### config.mk
export PLATFORM = sky130hd
export DESIGN_NAME = lr35902_lcd
export DESIGN_NICKNAME = d
export VERILOG_FILES = /design/src/rtl/lr35902_lcd_pkg.sv /design/src/rtl/lr35902_lcd_fifo.sv /design/src/rtl/lr35902_lcd.sv
export SDC_FILE = /design/constraint.sdc
export NUM_CORES = 1
export LEC_CHECK = 0
export ABC_AREA = 0
export ABC_CLOCK_PERIOD_IN_PS = 5150
export CAP_MARGIN = 10
export CELL_PAD_IN_SITES_DETAIL_PLACEMENT = 1
export CELL_PAD_IN_SITES_GLOBAL_PLACEMENT = 1
export CORE_MARGIN = 2
export CORE_UTILIZATION = 29
export DETAILED_ROUTE_END_ITERATION = 12
export PLACE_DENSITY = 0.61
export SLEW_MARGIN = 20
export SYNTH_ARGS = -nofsm -noshare
export SYNTH_HDL_FRONTEND = slang
export SYNTH_SLANG_ARGS = --single-unit
export TNS_END_PERCENT = 30
### constraint.sdc
create_clock -name clk -period 5.15 [get_ports clk]
set_input_delay 0.7725 -clock clk [delete_from_list [all_inputs] [get_ports clk]]
set_output_delay 0.7725 -clock clk [all_outputs]
set_load 0.005 [all_outputs]
### src/rtl/lr35902_lcd_pkg.sv
// Shared PPU/LCD constants.
// Holds the capture state encoding, the default visible frame size and the
// framebuffer write entry layout used by the LCD capture block and its FIFO.
package lr35902_lcd_pkg;

  typedef enum logic [1:0] {
    ST_OFF        = 2'd0,
    ST_WAIT_FRAME = 2'd1,
    ST_CAPTURE    = 2'd2
  } lcd_state_t;

  localparam int LCD_WIDTH  = 160;
  localparam int LCD_HEIGHT = 144;

  localparam int ADR_W  = 13;
  localparam int DATA_W = 8;

  // One framebuffer write: byte address plus four packed 2-bit pixels.
  typedef struct packed {
    logic [ADR_W-1:0]  adr;
    logic [DATA_W-1:0] data;
  } fb_entry_t;

endpackage

### src/rtl/lr35902_lcd_fifo.sv
// Two-entry FIFO for pending framebuffer writes.
// Ports:
//   clk, reset_n     clock, async active-low reset
//   clr              synchronous flush (drops all entries)
//   push, push_data  enqueue request and entry; accepted when not full, or
//                    when full and the head pops in the same clk
//   pop              dequeue the head (ignored when empty)
//   head             current head entry, stable until popped
//   full, empty      occupancy flags
module lr35902_lcd_fifo
  import lr35902_lcd_pkg::*;
(
  input  logic      clk,
  input  logic      reset_n,
  input  logic      clr,
  input  logic      push,
  input  fb_entry_t push_data,
  input  logic      pop,
  output fb_entry_t head,
  output logic      full,
  output logic      empty
);

  fb_entry_t  mem [2];
  logic       rd_ptr;
  logic       wr_ptr;
  logic [1:0] count;
  logic       do_push;
  logic       do_pop;

  assign empty   = (count == 2'd0);
  assign full    = (count == 2'd2);
  assign do_pop  = pop && !empty;
  // A full FIFO still takes a push when the head leaves in the same clk;
  // the write lands in the slot being vacated.
  assign do_push = push && (!full || do_pop);
  assign head    = mem[rd_ptr];

  always_ff @(posedge clk or negedge reset_n) begin
    if (!reset_n) begin
      rd_ptr <= 1'b0;
      wr_ptr <= 1'b0;
      count  <= 2'd0;
      // NOTE: storage is only two entries, so it is reset to keep the head
      // (and therefore fb_adr/fb_dout) at zero while reset is held.
      mem[0] <= '0;
      mem[1] <= '0;
    end else if (clr) begin
      rd_ptr <= 1'b0;
      wr_ptr <= 1'b0;
      count  <= 2'd0;
    end else begin
      if (do_push) begin
        mem[wr_ptr] <= push_data;
        wr_ptr      <= ~wr_ptr;
      end
      if (do_pop) begin
        rd_ptr <= ~rd_ptr;
      end
      case ({do_push, do_pop})
        2'b10:   count <= count + 2'd1;
        2'b01:   count <= count - 2'd1;
        default: count <= count;
      endcase
    end
  end

endmodule

### src/rtl/lr35902_lcd.sv
// LCD pixel capture: packs the PPU 2-bit pixel stream four pixels per byte
// and writes the bytes to a framebuffer through a 2-entry FIFO.
// Ports:
//   clk, reset_n            clock, async active-low reset
//   disp_on                 display enable; low forces OFF and flushes writes
//   hsync, vsync            line / frame start strobes (vsync implies hsync)
//   px_out, px              pixel valid and 2-bit shade
//   fb_adr, fb_dout         framebuffer byte address and packed byte
//   fb_write, fb_ack        write request / accept handshake
//   frame_done              pulse when the last byte of a frame is accepted
//   line_err, overrun       sticky protocol error / dropped byte flags
//   err_clr                 clears both sticky flags (a new set wins)
module lr35902_lcd
  import lr35902_lcd_pkg::*;
#(
  parameter int WIDTH  = LCD_WIDTH,
  parameter int HEIGHT = LCD_HEIGHT
) (
  input  logic        clk,
  input  logic        reset_n,
  input  logic        disp_on,
  input  logic        hsync,
  input  logic        vsync,
  input  logic        px_out,
  input  logic [1:0]  px,
  output logic [12:0] fb_adr,
  output logic [7:0]  fb_dout,
  output logic        fb_write,
  input  logic        fb_ack,
  output logic        frame_done,
  output logic        line_err,
  output logic        overrun,
  input  logic        err_clr
);

  localparam int              XW             = $clog2(WIDTH + 1);
  localparam int              BYTES_PER_LINE = WIDTH / 4;
  localparam logic [ADR_W-1:0] LAST_ADR      = ADR_W'(HEIGHT * BYTES_PER_LINE - 1);

  lcd_state_t    state;
  lcd_state_t    next_state;
  logic          capture;
  logic          flush;

  logic [XW-1:0] x;
  logic [XW-1:0] line_x;
  logic [XW-1:0] x_next;
  logic [7:0]    y;
  logic [7:0]    line_y;
  logic [5:0]    pack;

  logic          hsync_bad;
  logic          px_ok;
  logic          px_bad;
  logic          push;
  logic          pop;
  logic          full;
  logic          empty;
  fb_entry_t     push_data;
  fb_entry_t     head;

  // State register.
  always_ff @(posedge clk or negedge reset_n) begin
    if (!reset_n) begin
      state <= ST_OFF;
    end else begin
      // NOTE: clocked state uses non-blocking assignments so every register
      // samples the pre-edge values of the others.
      state <= next_state;
    end
  end

  // Next-state logic.
  always_comb begin
    // NOTE: default first so no path leaves next_state unassigned (no latch).
    next_state = state;
    if (!disp_on) begin
      next_state = ST_OFF;
    end else begin
      case (state)
        ST_OFF:        next_state = ST_WAIT_FRAME;
        ST_WAIT_FRAME: if (vsync) next_state = ST_CAPTURE;
        ST_CAPTURE:    next_state = ST_CAPTURE;
        default:       next_state = ST_OFF;
      endcase
    end
  end

  // State-derived controls. The FIFO is flushed in any clk that leads to OFF.
  always_comb begin
    capture = (state == ST_CAPTURE) && disp_on;
    flush   = !disp_on;
  end

  // Position tracking and pixel acceptance. hsync/vsync are applied before
  // the pixel of the same clk, so that pixel becomes x=0 of the new line.
  always_comb begin
    line_x    = hsync ? '0 : x;
    line_y    = vsync ? 8'd0 : ((hsync && (y != 8'd255)) ? y + 8'd1 : y);
    hsync_bad = capture && hsync && (x != '0) && (x != XW'(WIDTH)) && (32'(y) < HEIGHT);
    px_ok     = capture && px_out && (32'(line_x) < WIDTH) && (32'(line_y) < HEIGHT);
    px_bad    = capture && px_out && !px_ok;
    push      = px_ok && (line_x[1:0] == 2'b11);
    x_next    = px_ok ? line_x + XW'(1) : line_x;
    // On the 4th pixel x>>2 still names the group of the first pixel.
    push_data.adr  = ADR_W'(32'(line_y) * BYTES_PER_LINE + 32'(line_x >> 2));
    push_data.data = {pack, px};
  end

  always_ff @(posedge clk or negedge reset_n) begin
    if (!reset_n) begin
      x    <= '0;
      y    <= 8'd0;
      pack <= 6'd0;
    end else if (capture) begin
      x <= x_next;
      y <= line_y;
      if (px_ok) begin
        pack <= {pack[3:0], px};
      end
    end else begin
      // OFF and WAIT_FRAME hold the origin so capture starts at y=0, x=0.
      x    <= '0;
      y    <= 8'd0;
      pack <= 6'd0;
    end
  end

  // Sticky flags: a new set in the same clk beats err_clr.
  always_ff @(posedge clk or negedge reset_n) begin
    if (!reset_n) begin
      line_err <= 1'b0;
      overrun  <= 1'b0;
    end else begin
      if (hsync_bad || px_bad) begin
        line_err <= 1'b1;
      end else if (err_clr) begin
        line_err <= 1'b0;
      end
      if (push && full && !pop) begin
        overrun <= 1'b1;
      end else if (err_clr) begin
        overrun <= 1'b0;
      end
    end
  end

  assign pop = fb_ack && !empty;

  lr35902_lcd_fifo u_fifo (
    .clk       (clk),
    .reset_n   (reset_n),
    .clr       (flush),
    .push      (push),
    .push_data (push_data),
    .pop       (pop),
    .head      (head),
    .full      (full),
    .empty     (empty)
  );

  assign fb_write   = !empty;
  assign fb_adr     = head.adr;
  assign fb_dout    = head.data;
  assign frame_done = pop && (head.adr == LAST_ADR);

endmodule

# Word-level counts from Yosys, hierarchy flattened
# Index checks and enable logic that the tools add are counted.
[word_totals]
wordCells = 99
out_inout_bits = 25
input_bits = 10
reg_bits = 72
[op_classes]
bitwise = 4
n_lt_le_gt_ge = 6
n_eq_ne = 14
add_sub_neg = 5
n_mul = 1
n_reduce_logical = 30
muxes = 26
[op_table]
columns = ["operator", "n"]
rows = [
  ["$mux W21", 4],
  ["$mux W8", 6],
  ["$bwmux W42", 1],
  ["$lt A8 B8 Y1 const B", 3],
  ["$demux W21 S1", 1],
  ["$logic_and A1 B1 Y1", 18],
  ["$add A8 B1 Y8 const B", 2],
  ["$ne A8 B8 Y1 const B", 2],
  ["$add A13 B6 Y13", 1],
  ["$eq A13 B13 Y1 const B", 1],
  ["$mux W6", 2],
  ["$mul A8 B3 Y10 const B", 1],
  ["$eq A2 B2 Y1 const B", 4],
  ["$reduce_bool A8 Y1", 1],
  ["$mux W1", 7],
  ["$mux W2", 3],
  ["$ne A2 B1 Y1 const B", 3],
  ["$pmux W2 S3", 1],
  ["$eq A2 B1 Y1 const B", 2],
  ["$ge A2 B2 Y1 const B", 2],
  ["$logic_not A1 Y1", 4],
  ["$logic_not A2 Y1", 2],
  ["$not A1 Y2", 2],
  ["$pmux W2 S2", 1],
  ["other kinds (9)", 12],
]

# Logic depth before layout (Yosys ltp)
[logic_depth]
ltp_word = 11
ltp_mapped = 16
mapped_depth_nobuf = 16

# By module
# Synthesis repeated with hierarchy kept, for this count alone.
[unflattened]
hier_cells = 387
area_unflattened_um2 = 4284.1
[by_module_without_submodules]
columns = ["module", "cells_per_inst", "n_inst", "seq_area_each_um2", "area_per_inst_um2"]
rows = [
  ["lr35902_lcd", 250, 1, 650.6, 2149.6],
  ["lr35902_lcd_fifo", 137, 1, 1151.1, 2134.5],
]

# Worst setup path before layout
# No wires, ideal clock.
[synth_path]
kind = "input-to-reg"
start = "input port hsync"
end = "register u_fifo.mem[41] (netlist name)"
setup_ps = 128
arrival_ps = 3702
required_ps = 5022
path_stages = 14
path_buffers = 1
slack_ps = 1320
path_cell_list = "clkbuf_1 > o21ai_1 > nor2_1 > xnor2_1 > nor2_1 > ha_1 > ha_1 > inv_1 > fa_1 > nor4b_1 > nor2b_1 > nand4_1 > xnor2_1 > mux2_1"
[synth_between]
elab_chain_cells = 8
elab_cells_between_ends = 15
cone_classes = "add/sub (1); mul (1); order compare (2); eq/ne (1); mux (4); reduce/logical (6)"
[synth_lines]
columns = ["element", "line_no", "rtl"]
rows = [
  ["start, declared", "lr35902_lcd.sv:22", "input logic hsync,"],
  ["branches (longest 8 deep; another with $add A13 B6 Y13)", "-", ""],
  ["end signal, assigned by index", "lr35902_lcd_fifo.sv:54", "mem[wr_ptr] <= push_data;"],
  ["end, declared", "lr35902_lcd_fifo.sv:24", "fb_entry_t mem [2];"],
]
# Parallel ways; which one is timed is not known.
# A chain may end at the register's enable or synchronous reset.

# Worst setup path in the final report
[layout_path]
start = "register y[1]"
end = "register u_fifo.mem[41] (netlist name)"
[layout_between]
elab_chain_cells = 9
elab_cells_between_ends = 13
cone_classes = "add/sub (2); mul (1); order compare (1); eq/ne (1); mux (3); reduce/logical (5)"
[layout_lines]
columns = ["element", "line_no", "rtl"]
rows = [
  ["start, declared", "lr35902_lcd.sv:48", "logic [7:0] y;"],
  ["start signal, assigned", "lr35902_lcd.sv:117", "y <= line_y;"],
  ["branches (longest 2 deep; another with $add A8 B1 Y8)", "-", ""],
  ["$mux W8 (*) (2 in a row)", "lr35902_lcd.sv:99", "line_y = vsync ? 8'd0 : ((hsync && (y != 8'd255)) ? y + 8'd1 : y);"],
  ["branches (longest 5 deep; another with $add A13 B6 Y13)", "-", ""],
]
# Mark *: on every way between the ends.

==> impl_metrics.prom <==
# TYPE chip_impl_metric gauge
chip_impl_metric{name="nNetsFinal",unit=""} 450
chip_impl_metric{name="post_layout_nonfiller_instances",unit=""} 602
chip_impl_info{name="rsz0062_at_grt",value="false"} 1
chip_impl_metric{name="cts_htree_levels",unit=""} 3
chip_impl_info{name="final_cell_mix",value="dfrtp_1 (72), clkdlybuf4s50_1 (33), nand2_1 (27)"} 1
chip_impl_metric{name="post-route-period-util",unit="%"} 81.3
chip_impl_metric{name="drt.antenna.violating_nets",unit=""} 0
chip_impl_info{name="synth_top_family_by_area",value="multiplexers"} 1
chip_impl_metric{name="met2_usage",unit="%"} 22.6
chip_impl_metric{name="grt_pass1_wl",unit="µm"} 17300
chip_impl_metric{name="grt_antenna_before_repair",unit=""} 0
chip_impl_metric{name="netSwitchingFraction",unit="%"} 22.5
chip_impl_metric{name="setup_slack_reg_to_reg",unit="ns"} 0.96
chip_impl_metric{name="placed_cells_incl_taps",unit=""} 587
chip_impl_metric{name="antennaDiodeCount",unit=""} 0
chip_impl_metric{name="r2r_cells",unit=""} 15
chip_impl_info{name="crit_path_capture",value="u_fifo.mem[41]$_DFFE_PN0P_"} 1
chip_impl_metric{name="clk-insertion-delay-late",unit="ns"} 0.34
chip_impl_metric{name="gpl.final_weighted_congestion",unit=""} 0.832
chip_impl_info{name="criticalPathCategory",value="register to register"} 1
chip_impl_metric{name="max_cap_viol_count",unit=""} 0
chip_impl_info{name="critPathLaunchType",value="register"} 1
chip_impl_metric{name="combPwrFrac",unit="%"} 7.8
chip_impl_metric{name="finalWirelength",unit="µm"} 10200
chip_impl_metric{name="share_of_the_synthesized_area_in_compound_gates_ao_oa_aoi_oai",unit="%"} 8.07
chip_impl_metric{name="synth-adder-area-share",unit="%"} 6.94
chip_impl_metric{name="final_util",unit="%"} 36.3
chip_impl_metric{name="vias_per_cell",unit=""} 4.98
chip_impl_metric{name="via_count",unit=""} 2996
chip_impl_info{name="mostFrequentLayoutCell",value="dfrtp_1"} 1
chip_impl_metric{name="globalRouteMet3Util",unit="%"} 3.43
chip_impl_metric{name="synth.area.mux_share",unit="%"} 19.6
chip_impl_info{name="regToRegStartpoint",value="y[1]$_DFF_PN0_"} 1
chip_impl_metric{name="flow.area_growth_from_synthesis",unit="%"} 21.2
chip_impl_metric{name="postCtsResizedCells",unit=""} 0
chip_impl_info{name="outcome",value="completed"} 1
chip_impl_metric{name="synth-async-reset-ratio",unit="%"} 100
chip_impl_metric{name="synthCells",unit=""} 382
chip_impl_metric{name="placementRows",unit=""} 43
chip_impl_metric{name="cts_hold_buffers",unit=""} 0
chip_impl_metric{name="cell_area_after_technology_mapping",unit="µm²"} 4190
chip_impl_metric{name="detail_route.iter0.violations",unit=""} 87
chip_impl_metric{name="switching_power_total",unit="µW"} 330
chip_impl_metric{name="synth_simple_gate_area_share",unit="%"} 15.5
chip_impl_metric{name="drc",unit=""} 0
chip_impl_metric{name="preCtsSetupSlack",unit="ns"} 0.672
chip_impl_metric{name="power.density_cell_area",unit="nW/µm²"} 290
chip_impl_info{name="grt_most_used_layer",value="met2"} 1
chip_impl_metric{name="die_area",unit="µm²"} 15400
chip_impl_metric{name="vdd_ir_drop_max",unit="mV"} 0.183
chip_impl_metric{name="io-pin-count",unit=""} 35
chip_impl_metric{name="synth_sequential_area_ratio",unit="%"} 43.0
chip_impl_metric{name="floorplan.core_area",unit="µm²"} 14000
chip_impl_info{name="holdCritPathClass",value="register to register"} 1
chip_impl_metric{name="min_period",unit="ns"} 4.19
chip_impl_metric{name="die_x",unit="µm"} 124
chip_impl_metric{name="placed_cell_area",unit="µm²"} 4710
chip_impl_metric{name="clockPowerShare",unit="%"} 52.1
chip_impl_metric{name="share_seq_of_total_power",unit="%"} 40.1
chip_impl_metric{name="timing.max_slew.rel_slack",unit="%"} 45.2
chip_impl_metric{name="fin_worst_skew",unit="ns"} 0.00551
chip_impl_metric{name="final_hold_fails",unit=""} 0
chip_impl_metric{name="number_of_enable_flip_flop_cells_after_synthesis",unit=""} 0
chip_impl_metric{name="timing.final.setup_violations",unit=""} 0
chip_impl_metric{name="postLayoutSetupSlackWorst",unit="ns"} 0.963
chip_impl_metric{name="final-max-slew-violation-count",unit=""} 0
chip_impl_metric{name="fillers",unit=""} 1555
chip_impl_metric{name="proportion_of_layout_cells_with_a_drive_suffix_above_1",unit="%"} 16.6
chip_impl_metric{name="postSynthNetCount",unit=""} 414
chip_impl_metric{name="cts-buffers-inserted",unit=""} 9
chip_impl_metric{name="synth_cell_type_count",unit=""} 55
chip_impl_metric{name="worst_ep_required_time",unit="ns"} 5.37
chip_impl_metric{name="int_pwr",unit="mW"} 1.14
chip_impl_metric{name="dpl.hpwl",unit="µm"} 7380
chip_impl_info{name="worst_r2r_end",value="u_fifo.mem[41]$_DFFE_PN0P_"} 1
chip_impl_info{name="crit_path_start",value="y[1]$_DFF_PN0_"} 1
chip_impl_metric{name="static-leakage-power",unit="nW"} 2.31
chip_impl_metric{name="cts.clk_slew.worst_paths",unit="ns"} 0.06
chip_impl_metric{name="crit_path_max_fanout",unit=""} 5
chip_impl_metric{name="globalRoute.totalOverflow",unit=""} 0
chip_impl_metric{name="dr.pass1.iters",unit=""} 4
chip_impl_metric{name="synthesis.yosys.warnings",unit=""} 0
chip_impl_metric{name="post_synthesis_mean_instance_area",unit="µm²"} 11.0
chip_impl_info{name="tritoncts",value="built"} 1
chip_impl_metric{name="groute.usage.overall",unit="%"} 14.9
chip_impl_metric{name="wl_per_cell",unit="µm"} 17.0
chip_impl_metric{name="tightest_slew",unit="ns"} 0.822
chip_impl_metric{name="clock_sinks",unit=""} 72
chip_impl_metric{name="max_clock_freq",unit="GHz"} 0.239
chip_impl_info{name="clock_tree.root_cell",value="clkbuf_16"} 1
chip_impl_metric{name="setup-tns-final",unit="ns"} 0
chip_impl_metric{name="crit_arrival",unit="ns"} 4.41
chip_impl_metric{name="cts-root-to-sink-buffers",unit=""} 2
chip_impl_metric{name="postLayoutCellArea",unit="µm²"} 5070
chip_impl_metric{name="post_synth_xor_area_fraction",unit="%"} 3.77
chip_impl_metric{name="pin_count_of_the_biggest_net_entering_global_routing",unit=""} 42
chip_impl_metric{name="die_h",unit="µm"} 124
chip_impl_info{name="synth_top_flop_cell",value="dfrtp_1"} 1
chip_impl_metric{name="global_route.usage.met1",unit="%"} 21.0
chip_impl_metric{name="synth_seq_cells",unit=""} 72
chip_impl_metric{name="grt_pass1_vias",unit=""} 3215
chip_impl_metric{name="initial_core_utilization",unit="%"} 29.9
chip_impl_metric{name="buffer_ports.inserted",unit=""} 34
chip_impl_info{name="crit_path_capture_type",value="register"} 1
chip_impl_metric{name="cts_setup_buffers",unit=""} 0
-- critical path, cell delays in order, from the launching register on --
cell     delay (ns)
dfrtp_1        0.43
ha_1           0.27
nand4_1        0.17
o21ai_1        0.36
nor2_1         0.11
xnor2_1        0.26
nor2_1         0.11
ha_1           0.32
ha_1           0.21
inv_1          0.07
fa_1           0.46
nor4b_1        0.46
nor2b_1        0.23
nand4_1        0.13
xnor2_1        0.17
mux2_1         0.30
-- cell usage after synthesis (2+ instances only) --
master    number  area, µm²
a31oi_1        3       18.8
o221ai_1       2       17.5
fa_1           2       40.0
mux2i_1        6       60.1
nand2b_1       5       31.3
mux2_4        19        285
nor2b_1       12       75.1
dfrtp_1       72       1800
o31ai_1        4       30.0
clkbuf_1       7       26.3
mux2_2        21        236
buf_6          2       22.5
a41oi_1        2       17.5
xnor2_1       12        105
nor4_1         4       25.0
nand4_1        7       43.8
and4_1         2       17.5
nor3_1         9       45.0
o311a_1        2       20.0
o21ai_0        4       20.0
nor3b_1        3       22.5
nand2_1       27        101
buf_1          2       7.51
mux2_1        21        236
and3_1         4       25.0
buf_2          3       15.0
nor2_1        23       86.3
o21ai_1       13       65.1
inv_1         15       56.3
xor2_1         6       52.6
o22ai_1        3       18.8
a211oi_1       2       15.0
or2_2          2       12.5
nand3_1       10       50.1
and2_1         2       12.5
a21oi_1        7       35.0
or2_1          3       18.8
a21o_1         2       15.0
or3_1          2       12.5
ha_1          20        250
-- power by group through the flow --
stage                     Sequential (mW)  Clock, mW  Combinational [mW]
after detailed placement            0.600          0               0.118
after global placement              0.599          0               0.112
final                               0.590      0.766               0.114
after global routing                0.592      0.810               0.132
after floorplan                     0.597          0              0.0671
after CTS                           0.590      0.790               0.118
-- cells by family (layout without fill, tap and decap cells) --
kind of cell,Yosys count,after routing
multiplexers,67,67
XOR/XNOR,18,18
buffers and inverters,30,70
AO/OA/AOI/OAI,52,52
AND/OR/NAND/NOR,121,121
flip-flops,72,72
adder cells (fa/ha/maj),22,22
-- cell type report --
type                            instances  area (µm²)  share of cell area, %
Timing Repair Buffer                   39         373                   7.35
Inverter                               16        60.1                   1.18
Clock inverter                          5         129                   2.54
Tap cell                              180         225                   4.44
Multi-Input combinational cell        280        2250                   44.4
Sequential cell                        72        1800                   35.5
Clock buffer                           10         229                   4.51
-- through the flow --
step | power (mW) | hold slack, ns
final | 1.47 | 0.482
after CTS | 1.50 | 0.489
after floorplan | 0.664 | 0.452
after global routing | 1.53 | 0.509
after global placement | 0.711 | 0.462
after detailed placement | 0.718 | 0.475
-- sequential cells by signal, indices dropped and copies added, names as in the netlist --
name / count
state: 2
u_fifo.rd_ptr: 1
pack: 6
u_fifo.mem: 42
x: 8
u_fifo.wr_ptr: 1
overrun: 1
u_fifo.count: 2
line_err: 1
y: 8
-- worst min path at each step --
stage,start,end,cells after the start
3_5_place_dp,u_fifo.mem[34]$_DFFE_PN0P_,u_fifo.mem[34]$_DFFE_PN0P_,1
5_1_grt,u_fifo.mem[38]$_DFFE_PN0P_,u_fifo.mem[38]$_DFFE_PN0P_,1
3_3_place_gp,u_fifo.mem[8]$_DFFE_PN0P_,u_fifo.mem[8]$_DFFE_PN0P_,1
4_1_cts,u_fifo.mem[34]$_DFFE_PN0P_,u_fifo.mem[34]$_DFFE_PN0P_,1
2_1_floorplan,u_fifo.mem[8]$_DFFE_PN0P_,u_fifo.mem[8]$_DFFE_PN0P_,1
6_report,u_fifo.mem[34]$_DFFE_PN0P_,u_fifo.mem[34]$_DFFE_PN0P_,1
-- routing by layer --
layer	vias to the layer above	wire length, µm
li1	1435	-
met2	37	4580
met5	-	0
met4	0	142
met1	1515	5170
met3	9	332
(Power assumes the default switching activity.)
